`config.mk`:
```
export PLATFORM = sky130hd
export DESIGN_NAME = axis_it_demux
export DESIGN_NICKNAME = d
export VERILOG_FILES = /design/src/rtl/tsn_axis_pkg.sv /design/src/rtl/axis_frame_counter.sv /design/src/rtl/axis_it_demux.sv
export SDC_FILE = /design/constraint.sdc
export NUM_CORES = 1
export LEC_CHECK = 0
export ABC_AREA = 0
export BUFFER_PORTS_ARGS = -buffer_cell sky130_fd_sc_hd__buf_2
export CORE_AREA = 2 2 383 385
export DETAILED_ROUTE_END_ITERATION = 10
export DIE_AREA = 0 0 385 387
export SLEW_MARGIN = 25
export SYNTH_ARGS = -nofsm -noshare
export SYNTH_HDL_FRONTEND = slang
export SYNTH_SLANG_ARGS = --single-unit
```
`constraint.sdc`:
```
create_clock -name axis_aclk -period 2.75 [get_ports axis_aclk]
set_clock_uncertainty 0.1 [all_clocks]
set_input_delay 0.275 -clock axis_aclk [delete_from_list [all_inputs] [get_ports axis_aclk]]
set_output_delay 0.275 -clock axis_aclk [all_outputs]
set_load 0.03 [all_outputs]
```
`src/rtl/tsn_axis_pkg.sv`:
```
// Shared TSN AXI-Stream definitions: frame route encoding, default widths and
// the per-frame route decision.
package tsn_axis_pkg;

   typedef enum logic [1:0] {
      ROUTE_CT   = 2'd0,
      ROUTE_IT   = 2'd1,
      ROUTE_DROP = 2'd2
   } route_t;

   localparam int DEF_DATA_WIDTH = 256;
   localparam int DEF_CNT_WIDTH  = 32;

   function automatic route_t route_pick(input logic is_it, input logic it_en);
      route_t r;
      if (!is_it)
         r = ROUTE_CT;
      else if (it_en)
         r = ROUTE_IT;
      else
         r = ROUTE_DROP;
      return r;
   endfunction

endpackage

```
`src/rtl/axis_frame_counter.sv`:
```
// Wrapping frame counter with a single-cycle increment enable.
module axis_frame_counter #(
   parameter int WIDTH = 32
) (
   input  logic             clk,
   input  logic             rstn,
   input  logic             inc,
   output logic [WIDTH-1:0] count
);

   always_ff @(posedge clk or negedge rstn) begin
      if (!rstn)
         count <= '0;
      else if (inc)
         count <= count + WIDTH'(1);
   end

endmodule

```
`src/rtl/axis_it_demux.sv`:
```
// Frame-level AXI-Stream demux: steers whole frames to the IT or CT port (or
// drops IT frames) from the checker verdict, with per-class frame counters.
//
// route_q | meaning
// --------+------------------------------------------------------
// CT      | current frame goes to the CT (critical/PTP) port
// IT      | current frame goes to the IT (best-effort) port
// DROP    | current IT frame is consumed with no output
module axis_it_demux
   import tsn_axis_pkg::*;
#(
   parameter  int DATA_WIDTH = DEF_DATA_WIDTH,
   parameter  int CNT_WIDTH  = DEF_CNT_WIDTH,
   localparam int KEEP_WIDTH = DATA_WIDTH / 8
) (
   input  logic                  axis_aclk,
   input  logic                  rstn,
   input  logic [DATA_WIDTH-1:0] s_axis_tdata,
   input  logic [KEEP_WIDTH-1:0] s_axis_tkeep,
   input  logic                  s_axis_tvalid,
   output logic                  s_axis_tready,
   input  logic                  s_axis_tlast,
   input  logic                  is_it_frame,
   input  logic                  it_enable,
   output logic [DATA_WIDTH-1:0] m_it_axis_tdata,
   output logic [KEEP_WIDTH-1:0] m_it_axis_tkeep,
   output logic                  m_it_axis_tvalid,
   input  logic                  m_it_axis_tready,
   output logic                  m_it_axis_tlast,
   output logic [DATA_WIDTH-1:0] m_ct_axis_tdata,
   output logic [KEEP_WIDTH-1:0] m_ct_axis_tkeep,
   output logic                  m_ct_axis_tvalid,
   input  logic                  m_ct_axis_tready,
   output logic                  m_ct_axis_tlast,
   output logic [CNT_WIDTH-1:0]  cnt_it_frames,
   output logic [CNT_WIDTH-1:0]  cnt_ct_frames,
   output logic [CNT_WIDTH-1:0]  cnt_drop_frames
);

   logic                  reg_v;
   logic [DATA_WIDTH-1:0] reg_data;
   logic [KEEP_WIDTH-1:0] reg_keep;
   logic                  reg_last;
   logic                  reg_first;
   logic                  reg_fresh;
   logic                  sop;
   route_t                route_q;
   route_t                route_live;
   route_t                route;
   logic                  decide;
   logic                  sel_ready;
   logic                  out_fire;
   logic                  in_fire;

   // The verdict is taken only in the first cycle a first beat sits in the
   // register, so a stalled first beat cannot change ports while held.
   always_ff @(posedge axis_aclk or negedge rstn) begin
      if (!rstn) begin
         reg_v     <= 1'b0;
         reg_data  <= '0;
         reg_keep  <= '0;
         reg_last  <= 1'b0;
         reg_first <= 1'b0;
         reg_fresh <= 1'b0;
         sop       <= 1'b1;
         route_q   <= ROUTE_CT;
      end else begin
         if (in_fire) begin
            reg_v     <= 1'b1;
            reg_data  <= s_axis_tdata;
            reg_keep  <= s_axis_tkeep;
            reg_last  <= s_axis_tlast;
            reg_first <= sop;
            reg_fresh <= sop;
            sop       <= s_axis_tlast;
         end else begin
            reg_fresh <= 1'b0;
            if (out_fire)
               reg_v <= 1'b0;
         end
         if (decide)
            route_q <= route_live;
      end
   end

   always_comb begin
      route_live = route_pick(is_it_frame, it_enable);
      decide     = reg_v && reg_first && reg_fresh;
      route      = decide ? route_live : route_q;
      case (route)
         ROUTE_IT:   sel_ready = m_it_axis_tready;
         ROUTE_CT:   sel_ready = m_ct_axis_tready;
         ROUTE_DROP: sel_ready = 1'b1;
         default:    sel_ready = 1'b0;
      endcase
      out_fire      = reg_v && sel_ready;
      s_axis_tready = !reg_v || out_fire;
      in_fire       = s_axis_tvalid && s_axis_tready;
   end

   always_comb begin
      m_it_axis_tvalid = reg_v && (route == ROUTE_IT);
      m_ct_axis_tvalid = reg_v && (route == ROUTE_CT);
      m_it_axis_tdata  = reg_data;
      m_it_axis_tkeep  = reg_keep;
      m_it_axis_tlast  = reg_last;
      m_ct_axis_tdata  = reg_data;
      m_ct_axis_tkeep  = reg_keep;
      m_ct_axis_tlast  = reg_last;
   end

   axis_frame_counter #(.WIDTH(CNT_WIDTH)) u_cnt_it (
      .clk   (axis_aclk),
      .rstn  (rstn),
      .inc   (out_fire && reg_last && (route == ROUTE_IT)),
      .count (cnt_it_frames)
   );

   axis_frame_counter #(.WIDTH(CNT_WIDTH)) u_cnt_ct (
      .clk   (axis_aclk),
      .rstn  (rstn),
      .inc   (out_fire && reg_last && (route == ROUTE_CT)),
      .count (cnt_ct_frames)
   );

   axis_frame_counter #(.WIDTH(CNT_WIDTH)) u_cnt_drop (
      .clk   (axis_aclk),
      .rstn  (rstn),
      .inc   (out_fire && reg_last && (route == ROUTE_DROP)),
      .count (cnt_drop_frames)
   );

endmodule

```
== Word-level counts from Yosys, hierarchy flattened ==
Index checks and enable logic that the tools add are counted.
Storage, ports and cells
  logic and storage cells: 37
  output and inout port bits: 677
  register bits: 391
  input bits: 296
Cells by class
  $add $sub $neg: 3
  equal/unequal tests: 2
  muxes and demuxes: 7
  reduce and logical (&&, ||, !) cells: 14
Operators by type and width (number)
  adder 32 x 1 -> 32 bit (second input constant): 3
  logical AND 1 bit: 10
  2-to-1 mux 2 bit: 3
  2-to-1 mux 1 bit: 3
  one-hot mux 1 bit (3 select lines): 1
  == test 2 x 1 -> 1 bit (second input constant): 1
  == test 2 bit (second input constant): 1
  zero test 2 bit: 1
  nonzero test 2 bit: 1
  zero test 1 bit: 1
  logical OR 1 bit: 1

== Longest topological paths before layout ==
  depth after elaboration: 9
  gate-level depth with buffers: 8
  mapped depth without buffers: 6

== By module ==
Synthesis repeated with hierarchy kept, for this count alone.
Second synthesis, totals
  cell total of the unflattened synthesis: 1305
  area total of the unflattened synthesis: 19103.3 µm²
By module, submodules not included
  axis_it_demux: seq. area each 7383.3 µm², cells each 936, instances 1, area an instance 14756.7 µm²
  axis_frame_counter: seq. area each 800.8 µm², cells each 123, instances 3, area an instance 1448.9 µm²

== Worst setup path before layout ==
No wires, ideal clock.
  path kind: register to register
  start point: register reg_v
  end point: register reg_data[0] (netlist: m_ct_axis_tdata[0])
  buffers on the path: 3
  data required time: 2.525 ns
  clock period less this slack: 2.216 ns
  cell stages (with the launch flop): 9
  path slack: 0.534 ns
  setup time: 0.125 ns
  data arrival time: 1.991 ns
  cells stage by stage: dfrtp_1 buf_4 nand3_4 and3_4 o31ai_4 nand2_4 buf_12 buf_12 mux2_4
Between the ends
  cells in the longest elaborated chain, start to end: 8
  elaborated cells between the ends (all ways): 11
  those cells by class: eq/ne (2); mux (2); reduce/logical (7)
RTL lines
  from (decl): line axis_it_demux.sv:40  | logic reg_v;
  from (signal assigned): line axis_it_demux.sv:59  | reg_v <= 1'b0;
  from (signal assigned): line axis_it_demux.sv:69  | reg_v <= 1'b1;
  from (signal assigned): line axis_it_demux.sv:79  | reg_v <= 1'b0;
  logical AND 1 bit (2 in series): line axis_it_demux.sv:88  | decide = reg_v && reg_first && reg_fresh;
  2-to-1 mux 2 bit
  == test 2 bit (tied with other cells): line axis_it_demux.sv:90  | case (route)
  one-hot mux 1 bit (3 select lines): line axis_it_demux.sv:90
  logical AND 1 bit: line axis_it_demux.sv:96  | out_fire = reg_v && sel_ready;
  logical OR 1 bit (*): line axis_it_demux.sv:97  | s_axis_tready = !reg_v || out_fire;
  via s_axis_tready: line axis_it_demux.sv:21  | output logic s_axis_tready,
  logical AND 1 bit (*): line axis_it_demux.sv:98  | in_fire = s_axis_tvalid && s_axis_tready;
  to (signal assigned): line axis_it_demux.sv:70  | reg_data <= s_axis_tdata;
  to (decl): line axis_it_demux.sv:41  | logic [DATA_WIDTH-1:0] reg_data;
The timed path passes the listed nets; every way through them passes the cells marked *.
A chain may end at the register's enable or synchronous reset.

== Worst setup path after layout ==
  start point: register reg_v
  end point: output m_ct_axis_tvalid
Between the ends
  cells in the longest elaborated chain, start to end: 5
RTL lines
  logical AND 1 bit (2 in series): line axis_it_demux.sv:88
  2-to-1 mux 2 bit
  zero test 2 bit: line axis_it_demux.sv:103  | m_ct_axis_tvalid = reg_v && (route == ROUTE_CT);
  logical AND 1 bit (*): line axis_it_demux.sv:103
  to (decl): line axis_it_demux.sv:32  | output logic m_ct_axis_tvalid,
Mark *: on every way between the ends. The rest lies on a longest branch, timed or not.

==> impl_metrics.csv <==
group,metric,value,unit
outcome,status,"finished, final reports clean",
grt,grt_start_max_net_pins,75,
power,p_total,34.53,mW
critical_path,timing.rr.start,"reg_fresh",
sta,fin_crit_sh,90.99,%
clock_network,cts-root-buf,"clkbuf_16",
logic_synthesis,yosys.area_share.simple,6.034,%
floorplan,ios,973,
clock_network,clk_latency,640,ps
final_layout,drive_gt1_share,58.61,%
critical_path,start_kind,"flop",
logic_synthesis,yosysSeqAreaShare,51.13,%
drt,drtPass1Iterations,4,
grt,antenna_found_initial,77,
critical_path,cp_data_arrival_time,2130,ps
clock_network,cts_buffers,49,
critical_path,crit_family,"simple AND/OR/NAND/NOR gates",
power,pwr_density_cell,1199,nW/um^2
drt,via_per_inst,3.432,
sta,drv_slew,0,
critical_path,cp-startpoint,"reg_v",
critical_path,r2r_setup_slack,370,ps
critical_path,r2r_end,"m_ct_axis_tdata[140]",
critical_path,path_buf_inv,1,
logic_synthesis,netlist.area_leader.share,50.99,%
critical_path,crit_path_max_incr_delay,460,ps
worst_hold_path,hp-class,"input port to async pin",
clock_network,clock-sinks,391,
drt,ant_nets,0,
grt,grt_pass1_vias,14604,
logic_synthesis,synth_area_leaders,"dfrtp_1 51%, mux2_4 23%, buf_4 11%",
sta,slew_headroom,62.07,%
logic_synthesis,synth_xor_xnor_area_share,4.256,%
logic_synthesis,synthTopCellsByCount,"390 x dfrtp_1, 290 x buf_4, 289 x mux2_4, 64 x xnor2_1, 40 x nand2_1",
grt,grt-ovfl-total,0,
drt,vias,14932,
clock_network,cts_buffer_depth,3,
grt,gr-usage-all-layers,13.25,%
place,dp_hpwl,86.42,mm
logic_synthesis,synthesis.nets,1631,
logic_synthesis,synthCells,1332,
logic_synthesis,synth.most_common_cell,"dfrtp_1",
logic_synthesis,async_flop_share,100.0,%
sta,fin_tns_setup,0,ps
logic_synthesis,synth_area_leader_cell,"dfrtp_1",
place,place_congestion,0.9537,
logic_synthesis,ys_ff_latch,391,
sta,setup_violations,0,
logic_synthesis,muxShareOfSynthArea,22.95,%
power,leakagePower,14.36,nW
critical_path,cp_slowest_cell,"dfrtp_1",
drt,first_iter_violations,810,
drt,routed_wl,103.0,mm
sta,period_needed,2502,ps
floorplan,die_height,387,um
flow_run,drv_cap,0,
sta,clock.fmax,399.6,MHz
critical_path,r2r_cells,7,
critical_path,cp_max_fo,7,
floorplan,initial_core_util,13.21,%
logic_synthesis,syn_area,19140,sq um
logic_synthesis,synth_warnings,0,
final_layout,nNetsFinal,2680,
logic_synthesis,synth.distinct_cells,42,
logic_synthesis,synth_compound_area_share,0.3792,%
critical_path,critPathRequiredTime,2380,ps
critical_path,worstSetupPathType,"flop to output port",
logic_synthesis,synth_adder_area_share,0.1961,%
clock_network,htree_levels,2,
place,io_buffers,972,
grt,grt_pass1_wl,134.3,mm
floorplan,coreArea,144900,sq um
final_layout,area_growth,50.43,%
critical_path,endpoint_kind,"output port",
floorplan,die-width,385,um
drt,drc,0,
clock_network,cts_tree,"done",
sta,hold_viol,0,
clock_network,cts_setup_buffers,0,
logic_synthesis,ys.flop_type,"dfrtp_1",
logic_synthesis,avgSynthCellArea,14.37,sq um
critical_path,crit_chain,"nand3_4 > mux2i_2 > and3_1 > and2_1 > buf_2",
logic_synthesis,synth_edf_count,0,
floorplan,die_area,149000,sq um
sta,worst_slew_pin_slew,553.1,ps
sta,rsz0062_at_grt,"no",
floorplan,fp-row-count,140,
clock_network,clk_pin_slew_worst_paths,60,ps
power,ir_drop,821.9,uV
final_layout,fillCellCount,15801,
drt,wl_per_cell,23.67,um
logic_synthesis,synth_top_family_by_area,"multiplexers",
[where the power goes]
group,switching [mW],internal (mW),total [mW]
registers,2.67,7.65,10.3
logic,11.6,6.03,17.7
clock network,2.86,3.68,6.54
[registers in the layout, summed over array words and instances (netlist names)]
name              cells
reg_fresh             1
reg_first             1
m_ct_axis_tdata     256
u_cnt_drop.count     32
reg_v                 1
sop                   1
u_cnt_it.count       32
route_q               2
u_cnt_ct.count       32
m_ct_axis_tkeep      32
m_ct_axis_tlast       1
[how the worst max path moves through the flow]
stage / endpoint / cells after the start / slack [ps]
floorplan: m_ct_axis_tdata[0] / 8 / 530
global placement: m_ct_axis_tdata[102] / 7 / 380
detailed placement: m_ct_axis_tdata[247] / 7 / 370
CTS: m_ct_axis_tvalid / 5 / 160
global route: m_ct_axis_tvalid / 5 / 80
finish: m_ct_axis_tvalid / 5 / 250
[area by class of cell]
type / count / area, sq um / area share (%)
flip-flops and latches: 391 / 9786 / 33.99
repair buffers: 1326 / 8443 / 29.33
multi-input cells: 603 / 6485 / 22.52
well taps: 1917 / 2399 / 8.331
clock buffers: 65 / 1388 / 4.820
clock inverters: 26 / 220.2 / 0.7649
inverters: 10 / 37.54 / 0.1304
diodes: 13 / 32.53 / 0.1130
[per-stage QoR]
| stage | setup WS, ps | hold WS (ps) | util (%) | cell area, sq um | std cells |
|---|---|---|---|---|---|
| final | 247.8 | 55.65 | 19.87 | 28790 | 4351 |
| after global routing | 83.16 | 66.89 | 19.86 | 28770 | 4342 |
| after CTS | 165.0 | 19.65 | 19.85 | 28760 | 4338 |
| after detailed placement | 372.3 | 157.6 | 16.71 | 24210 | 3953 |
| after global placement | 377.9 | 152.6 | 16.71 | 24210 | 3953 |
| after floorplan | 533.8 | -120.6 | - | 19140 | 1332 |
[metal layers]
metal / up-vias / share of wire, % / track usage [%]
met3: 225 / 6.5 / 2.901
met5: - / 0.013 / 0
li1: 6402 / - / -
met2: 806 / 47 / 22.15
met1: 7497 / 42 / 16.82
met4: 2 / 4.0 / 4.197
[cells by family (layout without fill, tap and decap cells)]
family	count (synthesis)	count (layout)
other cells	0	13
xor+xnor	93	93
flops	391	391
mux	294	294
buf+inv	338	1427
simple gates	205	205
compound gates	8	8
fa+ha+maj	3	3
[cell usage in the layout, fill, tap and decap left out, drive strengths merged, types with 15 or more instances in the layout]
cell type	n
inv	15
buf	1032
and3	23
nand4	33
xnor2	64
nand2	41
xor2	29
nor2	23
mux2	292
dfrtp	390
dlygate4sd3	294
clkbuf	65
nand3	35
[timing repair]
| item | 4_1_cts | 5_1_grt |
|---|---|---|
| gates resized for setup | 0 | 0 |
| hold buffers | 294 | 0 |
| endpoints found under the hold margin | 526 | 0 |
Power figures use the tool's default switching activity.
